`src/rtl/hex_keypad_entry_if.sv`:
```
// Keypad entry bus: raw rows and clear in; column drive, keystroke events and operand out.
// The master side drives the rows (the keypad) and the clear; the slave side is the scanner.
interface hex_keypad_entry_if;
   logic [3:0]  row;
   logic        clr;
   logic [3:0]  col;
   logic        key_valid;
   logic [3:0]  key_code;
   logic        key_held;
   logic [31:0] value;

   modport master (
      output row, clr,
      input  col, key_valid, key_code, key_held, value
   );

   modport slave (
      input  row, clr,
      output col, key_valid, key_code, key_held, value
   );
endinterface

```
`src/rtl/hex_keypad_entry.sv`:
```
// 4x4 hex keypad scanner with press/release debounce and a 32-bit digit-entry operand.
// Optional auto-repeat while a key stays down: define KEYPAD_AUTOREPEAT_EN.
module hex_keypad_entry #(
   parameter logic [15:0] SCAN_DIV     = 16'd1000,
   parameter logic [19:0] DEBOUNCE_CNT = 20'd50000,
   parameter logic [23:0] REPEAT_CNT   = 24'd5000000
) (
   input  logic clk,
   input  logic rst_n,
   hex_keypad_entry_if.slave kp
);

   typedef enum logic [1:0] {SCAN, PRESS_DB, HELD, REL_DB} state_t;

   localparam logic [19:0] SCAN_LAST = {4'd0, SCAN_DIV - 16'd1};
   localparam logic [19:0] DEB_LAST  = DEBOUNCE_CNT - 20'd1;
`ifdef KEYPAD_AUTOREPEAT_EN
   localparam logic [23:0] REP_LAST  = REPEAT_CNT - 24'd1;
`endif

   state_t      state;
   logic [19:0] cnt;
   logic [3:0]  row_p0;
   logic [3:0]  row_s;
   logic [3:0]  col;
   logic [1:0]  row_idx;
   logic [1:0]  col_idx;
   logic        key_valid;
   logic [3:0]  key_code;
   logic        key_held;
   logic [31:0] value;
   logic [3:0]  code;
`ifdef KEYPAD_AUTOREPEAT_EN
   logic [23:0] rep_cnt;
`endif

   function automatic logic [3:0] rotl(input logic [3:0] c);
      return {c[2:0], c[3]};
   endfunction

   // Lowest-numbered low row wins when several keys in one column are down.
   function automatic logic [1:0] lowest_row(input logic [3:0] r);
      if (!r[0])      return 2'd0;
      else if (!r[1]) return 2'd1;
      else if (!r[2]) return 2'd2;
      else            return 2'd3;
   endfunction

   function automatic logic [1:0] col_index(input logic [3:0] c);
      case (c)
         4'b1101: return 2'd1;
         4'b1011: return 2'd2;
         4'b0111: return 2'd3;
         default: return 2'd0;
      endcase
   endfunction

   assign code = {row_idx, col_idx};

   always_ff @(posedge clk or negedge rst_n) begin
      if (!rst_n) begin
         state     <= SCAN;
         cnt       <= '0;
         row_p0    <= 4'hF;
         row_s     <= 4'hF;
         col       <= 4'b1110;
         row_idx   <= '0;
         col_idx   <= '0;
         key_valid <= 1'b0;
         key_code  <= '0;
         key_held  <= 1'b0;
         value     <= '0;
`ifdef KEYPAD_AUTOREPEAT_EN
         rep_cnt   <= '0;
`endif
      end else begin
         // synchronizer stage: rows are asynchronous to clk
         row_p0    <= kp.row;
         row_s     <= row_p0;
         key_valid <= 1'b0;

         case (state)
            SCAN: begin
               if (cnt == SCAN_LAST) begin
                  cnt <= '0;
                  if (row_s == 4'hF) begin
                     col <= rotl(col);
                  end else begin
                     row_idx <= lowest_row(row_s);
                     col_idx <= col_index(col);
                     state   <= PRESS_DB;
                  end
               end else begin
                  cnt <= cnt + 20'd1;
               end
            end

            PRESS_DB: begin
               if (row_s[row_idx]) begin
                  cnt   <= '0;
                  col   <= rotl(col);
                  state <= SCAN;
               end else if (cnt == DEB_LAST) begin
                  cnt       <= '0;
                  key_valid <= 1'b1;
                  key_code  <= code;
                  value     <= {value[27:0], code};
                  key_held  <= 1'b1;
                  state     <= HELD;
               end else begin
                  cnt <= cnt + 20'd1;
               end
            end

            HELD: begin
`ifdef KEYPAD_AUTOREPEAT_EN
               if (row_s[row_idx]) begin
                  cnt     <= '0;
                  rep_cnt <= '0;
                  state   <= REL_DB;
               end else if (rep_cnt == REP_LAST) begin
                  rep_cnt   <= '0;
                  key_valid <= 1'b1;
                  value     <= {value[27:0], key_code};
               end else begin
                  rep_cnt <= rep_cnt + 24'd1;
               end
`else
               if (row_s[row_idx]) begin
                  cnt   <= '0;
                  state <= REL_DB;
               end
`endif
            end

            REL_DB: begin
               if (!row_s[row_idx]) begin
                  cnt   <= '0;
                  state <= HELD;
               end else if (cnt == DEB_LAST) begin
                  cnt      <= '0;
                  key_held <= 1'b0;
                  col      <= rotl(col);
                  state    <= SCAN;
               end else begin
                  cnt <= cnt + 20'd1;
               end
            end

            default: state <= SCAN;
         endcase

         // clear has the last word over any shift in the same cycle
         if (kp.clr) value <= '0;
      end
   end

   assign kp.col       = col;
   assign kp.key_valid = key_valid;
   assign kp.key_code  = key_code;
   assign kp.key_held  = key_held;
   assign kp.value     = value;

endmodule

```
`src/flat_wrapper.sv`:
```
// flat-port wrapper written by rule: the top's interface ports become plain ports
module hex_keypad_entry_flat 
#(
   parameter logic [15:0] SCAN_DIV     = 16'd1000,
   parameter logic [19:0] DEBOUNCE_CNT = 20'd50000,
   parameter logic [23:0] REPEAT_CNT   = 24'd5000000
)
  (clk, rst_n, kp_row, kp_clr, kp_col, kp_key_valid, kp_key_code, kp_key_held, kp_value);
  hex_keypad_entry_if kp_i ();
  input  logic clk;
  input  logic rst_n;
  input wire logic [$bits(kp_i.row)-1:0] kp_row;
  input wire logic [$bits(kp_i.clr)-1:0] kp_clr;
  output wire logic [$bits(kp_i.col)-1:0] kp_col;
  output wire logic [$bits(kp_i.key_valid)-1:0] kp_key_valid;
  output wire logic [$bits(kp_i.key_code)-1:0] kp_key_code;
  output wire logic [$bits(kp_i.key_held)-1:0] kp_key_held;
  output wire logic [$bits(kp_i.value)-1:0] kp_value;
  assign kp_i.row = kp_row;
  assign kp_i.clr = kp_clr;
  assign kp_col = kp_i.col;
  assign kp_key_valid = kp_i.key_valid;
  assign kp_key_code = kp_i.key_code;
  assign kp_key_held = kp_i.key_held;
  assign kp_value = kp_i.value;
  hex_keypad_entry #(.SCAN_DIV(SCAN_DIV), .DEBOUNCE_CNT(DEBOUNCE_CNT), .REPEAT_CNT(REPEAT_CNT)) u_core (.clk(clk), .rst_n(rst_n), .kp(kp_i));
endmodule
```
`config.mk`:
```
export PLATFORM = sky130hd
export DESIGN_NAME = hex_keypad_entry_flat
export DESIGN_NICKNAME = d
export VERILOG_FILES = /design/src/rtl/hex_keypad_entry_if.sv /design/src/rtl/hex_keypad_entry.sv /design/src/flat_wrapper.sv
export SDC_FILE = /design/constraint.sdc
export NUM_CORES = 1
export LEC_CHECK = 0
export ABC_AREA = 1
export BUFFER_PORTS_ARGS = -buffer_cell sky130_fd_sc_hd__buf_2
export CAP_MARGIN = 20
export CORE_ASPECT_RATIO = 2
export CORE_MARGIN = 5
export CORE_UTILIZATION = 50
export CTS_CLUSTER_DIAMETER = 200
export CTS_CLUSTER_SIZE = 25
export DETAILED_ROUTE_END_ITERATION = 16
export PLACE_DENSITY = 0.71
export SKIP_CTS_REPAIR_TIMING = 1
export SKIP_LAST_GASP = 1
export SYNTH_ARGS = -nofsm -noshare
export SYNTH_HDL_FRONTEND = slang
export SYNTH_SLANG_ARGS = --single-unit
```
`constraint.sdc`:
```
create_clock -name clk -period 1.9 [get_ports clk]
set_clock_uncertainty 0.05 [all_clocks]
set_input_delay 0 -clock clk [delete_from_list [all_inputs] [get_ports clk]]
set_output_delay 0 -clock clk [all_outputs]
set_load 0.005 [all_outputs]
```
==> out/metrics.cfg <==
[power]
comb_power_share_pct = 2.9
clockPowerShare_pct = 49.6
seq_power_share_pct = 47.6
p_per_area_nw_per_um2 = 714.5
internal_power_mw = 2.713
p_leak_nw = 2.548
switching_share_pct = 21.28
power_mw = 3.447
irDropWorstVdd_uv = 430.2
power.net_switching_mw = 0.7334

[global_route]
grt_antenna_before_repair = 0
grt_pass1_wl_um = 15030
first_global_vias = 3354
overflow = 0
grt_usage_pct = 20.44
grt_max_degree = 39

[setup_path]
worstPathRequired_ps = 2080
crit_fanout = 10
r2r-start = u_core.row_s[1]$_DFF_PN1_
cp.buffers_inverters = 1
critical_path.top_delay_family = simple AND/OR/NAND/NOR gates
worst_path_max_delay_cell = dfstp_2
worstSetupStartpointType = flip-flop
cp.arrival_ps = 2040
ff2ff_path_depth = 10
crit_type = flip-flop to flip-flop
r2r-end = u_core.cnt[14]$_DFFE_PN0N_
critPathCaptureType = flip-flop
crit_chain = nand2_1, nand3_2, nand2_4, buf_4, nand2_4, nand3_1, nor2_4, nand3_1, nand2_1, nor2_4
slowest_delay_ps = 550
r2r_setup_slack_ps = 40

[route]
vias = 3365
drt_iter0_drc = 221
via_per_inst = 5.291
wire_per_inst_um = 15.10
remaining_drc_errors = 0
postRouteAntennaNets = 0
drt-pass1-iter-count = 4
wirelength_um = 9606

[floorplan]
dieArea_um2 = 9293
die_h_um = 131.4
initial_core_util_pct = 51.11
core_um2 = 7212
die_w_um = 70.71
ioPinCount = 49
rows = 44

[synthesis]
ys_seq_area_share_pct = 51.97
syn_area_per_cell_um2 = 8.493
synth_area_um2 = 3686
synth-seq-cells = 76
synth_cell_types = 34
synthCells = 434
syn-num-nets = 442
ys_warn_count = 0

[clock_network]
clock_latency_ps = 340
clock_path_buffers = 2
cts_root_buf = clkbuf_16
htreeDepth = 3
tritoncts.num_buffers = 9
clock-sinks = 76
path_clk_slew_ps = 60
cts_tree = done

[place]
hpwl_um = 6916
dp_slack_ps = -285.7
placed_area_um2 = 4317
io_buffers = 48
place_inst = 607
place_congestion = 0.9311

[sta]
max_freq_mhz = 536.9
setup_slack_ps = 37.46
hold_viol = 0
finalMaxSlewViolations = 0
period_needed_ps = 1863
final-setup-viol-count = 0
rsz0062_at_grt = true
relSlewSlack_pct = 69.58
tightest_slew_ps = 455.6
fin_crit_sh_pct = 98.03

[layout]
diodes = 0
fin_cells = 636
stdcell_area_um2 = 4823
fin_nets = 547
drive_gt1_share_pct = 31.80
syn_to_final_growth_pct = 30.86
final_util_pct = 66.88

[min_path]
holdCritPathClass = input pin to async pin

[flow_run]
drv_cap = 0

[outcome]
status = completed

-- power groups by stage --
stage                     sequential [mW]  combinational (mW)  clock, mW
after floorplan                      1.67              0.0303          0
final                                1.64              0.0986       1.71
after CTS                            1.64              0.0856       1.75
after detailed placement             1.67              0.0857          0
after global placement               1.67              0.0829          0
after global routing                 1.64               0.111       1.83
-- cell families (layout without fill, tap and decap cells) --
kind of cell    count (synthesis)  count (layout)  synth area share, %
xor+xnor                        6               6                1.426
compound gates                 27              27                4.108
simple gates                  276             276                36.22
flops                          76              76                51.97
buf+inv                        48             158                5.940
fa+ha+maj                       1               1               0.3394
-- routing by layer --
layer | global-route usage (%) | vias up | routed length (µm)
met1 | 20.00 | 1607 | 3378
met4 | 13.08 | 0 | 488
met3 | 4.205 | 40 | 417
met2 | 37.44 | 100 | 5321
met5 | 0 | - | 0
li1 | - | 1618 | -
-- flip-flops by register name, summed over array words and instances, names as in the netlist, named ones only --
register / count
u_core.kp.key_valid: 1
u_core.kp.key_code: 4
u_core.kp.col: 4
u_core.row_s: 4
u_core.row_p0: 4
u_core.cnt: 20
u_core.state: 1
u_core.kp.key_held: 1
u_core.row_idx: 2
u_core.kp.value: 32
u_core.col_idx: 2
-- cells in the mapped netlist --
cell type / instances / share of area [%]
buf_6: 2 / 0.61
nand2_4: 3 / 0.92
dfrtp_1: 65 / 44
dfstp_2: 11 / 7.8
nor3_1: 2 / 0.27
nand3_1: 55 / 7.5
nor2_4: 7 / 2.1
o21ai_2: 2 / 0.48
o21ai_0: 10 / 1.4
nand4_1: 16 / 2.7
nand3_4: 1 / 0.48
nand3_2: 6 / 1.6
o21ai_1: 8 / 1.1
nand2b_1: 1 / 0.17
a21oi_2: 1 / 0.24
nand3b_1: 2 / 0.41
nand3b_2: 1 / 0.31
nor2_2: 11 / 1.9
inv_1: 30 / 3.1
clkbuf_1: 2 / 0.20
a21boi_0: 1 / 0.20
or2_0: 2 / 0.34
o21bai_1: 1 / 0.20
buf_8: 1 / 0.41
nand2_1: 145 / 15
inv_2: 7 / 0.71
buf_4: 2 / 0.41
ha_1: 1 / 0.34
buf_2: 4 / 0.54
xor2_1: 6 / 1.4
nor2_1: 21 / 2.1
a21oi_1: 4 / 0.54
nand2_2: 2 / 0.34
nor3_2: 1 / 0.27
-- worst max path at each step --
stage / endpoint / slack (ps) / depth (start not counted) / startpoint
after CTS: u_core.kp.value[31]$_DFFE_PN0P_ / -300 / 8 / u_core.cnt[0]$_DFFE_PN0N_
after global placement: u_core.kp.value[1]$_DFFE_PN0P_ / -190 / 8 / u_core.cnt[0]$_DFFE_PN0N_
after global routing: u_core.cnt[14]$_DFFE_PN0N_ / -60 / 10 / u_core.row_s[1]$_DFF_PN1_
after floorplan: u_core.cnt[11]$_DFFE_PN0N_ / 310 / 9 / u_core.cnt[0]$_DFFE_PN0N_
after detailed placement: u_core.kp.value[31]$_DFFE_PN0P_ / -290 / 8 / u_core.cnt[0]$_DFFE_PN0N_
final: u_core.cnt[14]$_DFFE_PN0N_ / 40 / 10 / u_core.row_s[1]$_DFF_PN1_
-- placed cells by master, fill, tap and decap left out, types with 11 or more instances in the layout --
| cell type | netlist | layout |
|---|---|---|
| buf_4 | 2 | 46 |
| nand2_1 | 145 | 145 |
| nor2_1 | 21 | 18 |
| nand4_1 | 16 | 16 |
| nand3_1 | 55 | 55 |
| dfrtp_1 | 65 | 65 |
| nor2_2 | 11 | 11 |
| inv_1 | 30 | 30 |
| dfstp_2 | 11 | 11 |
| buf_2 | 4 | 48 |
-- cell type report --
class / count / area [µm²]
Tap cell: 92 / 115.1
Inverter: 37 / 141.4
Clock buffer: 10 / 239.0
Multi-Input combinational cell: 310 / 1612
Sequential cell: 76 / 1916
Timing Repair Buffer: 105 / 737.0
Fill cell: 601 / 2389
Clock inverter: 6 / 63.81
-- per-stage QoR --
stage / setup TNS [ps] / hold WS, ps
2_1_floorplan: 0 / -345.6
5_1_grt: -257.2 / 141.0
6_report: 0 / 88.70
4_1_cts: -8400 / -454.9
3_5_place_dp: -7710 / -89.33
3_3_place_gp: -4462 / -101.4
(Power assumes the default switching activity.)
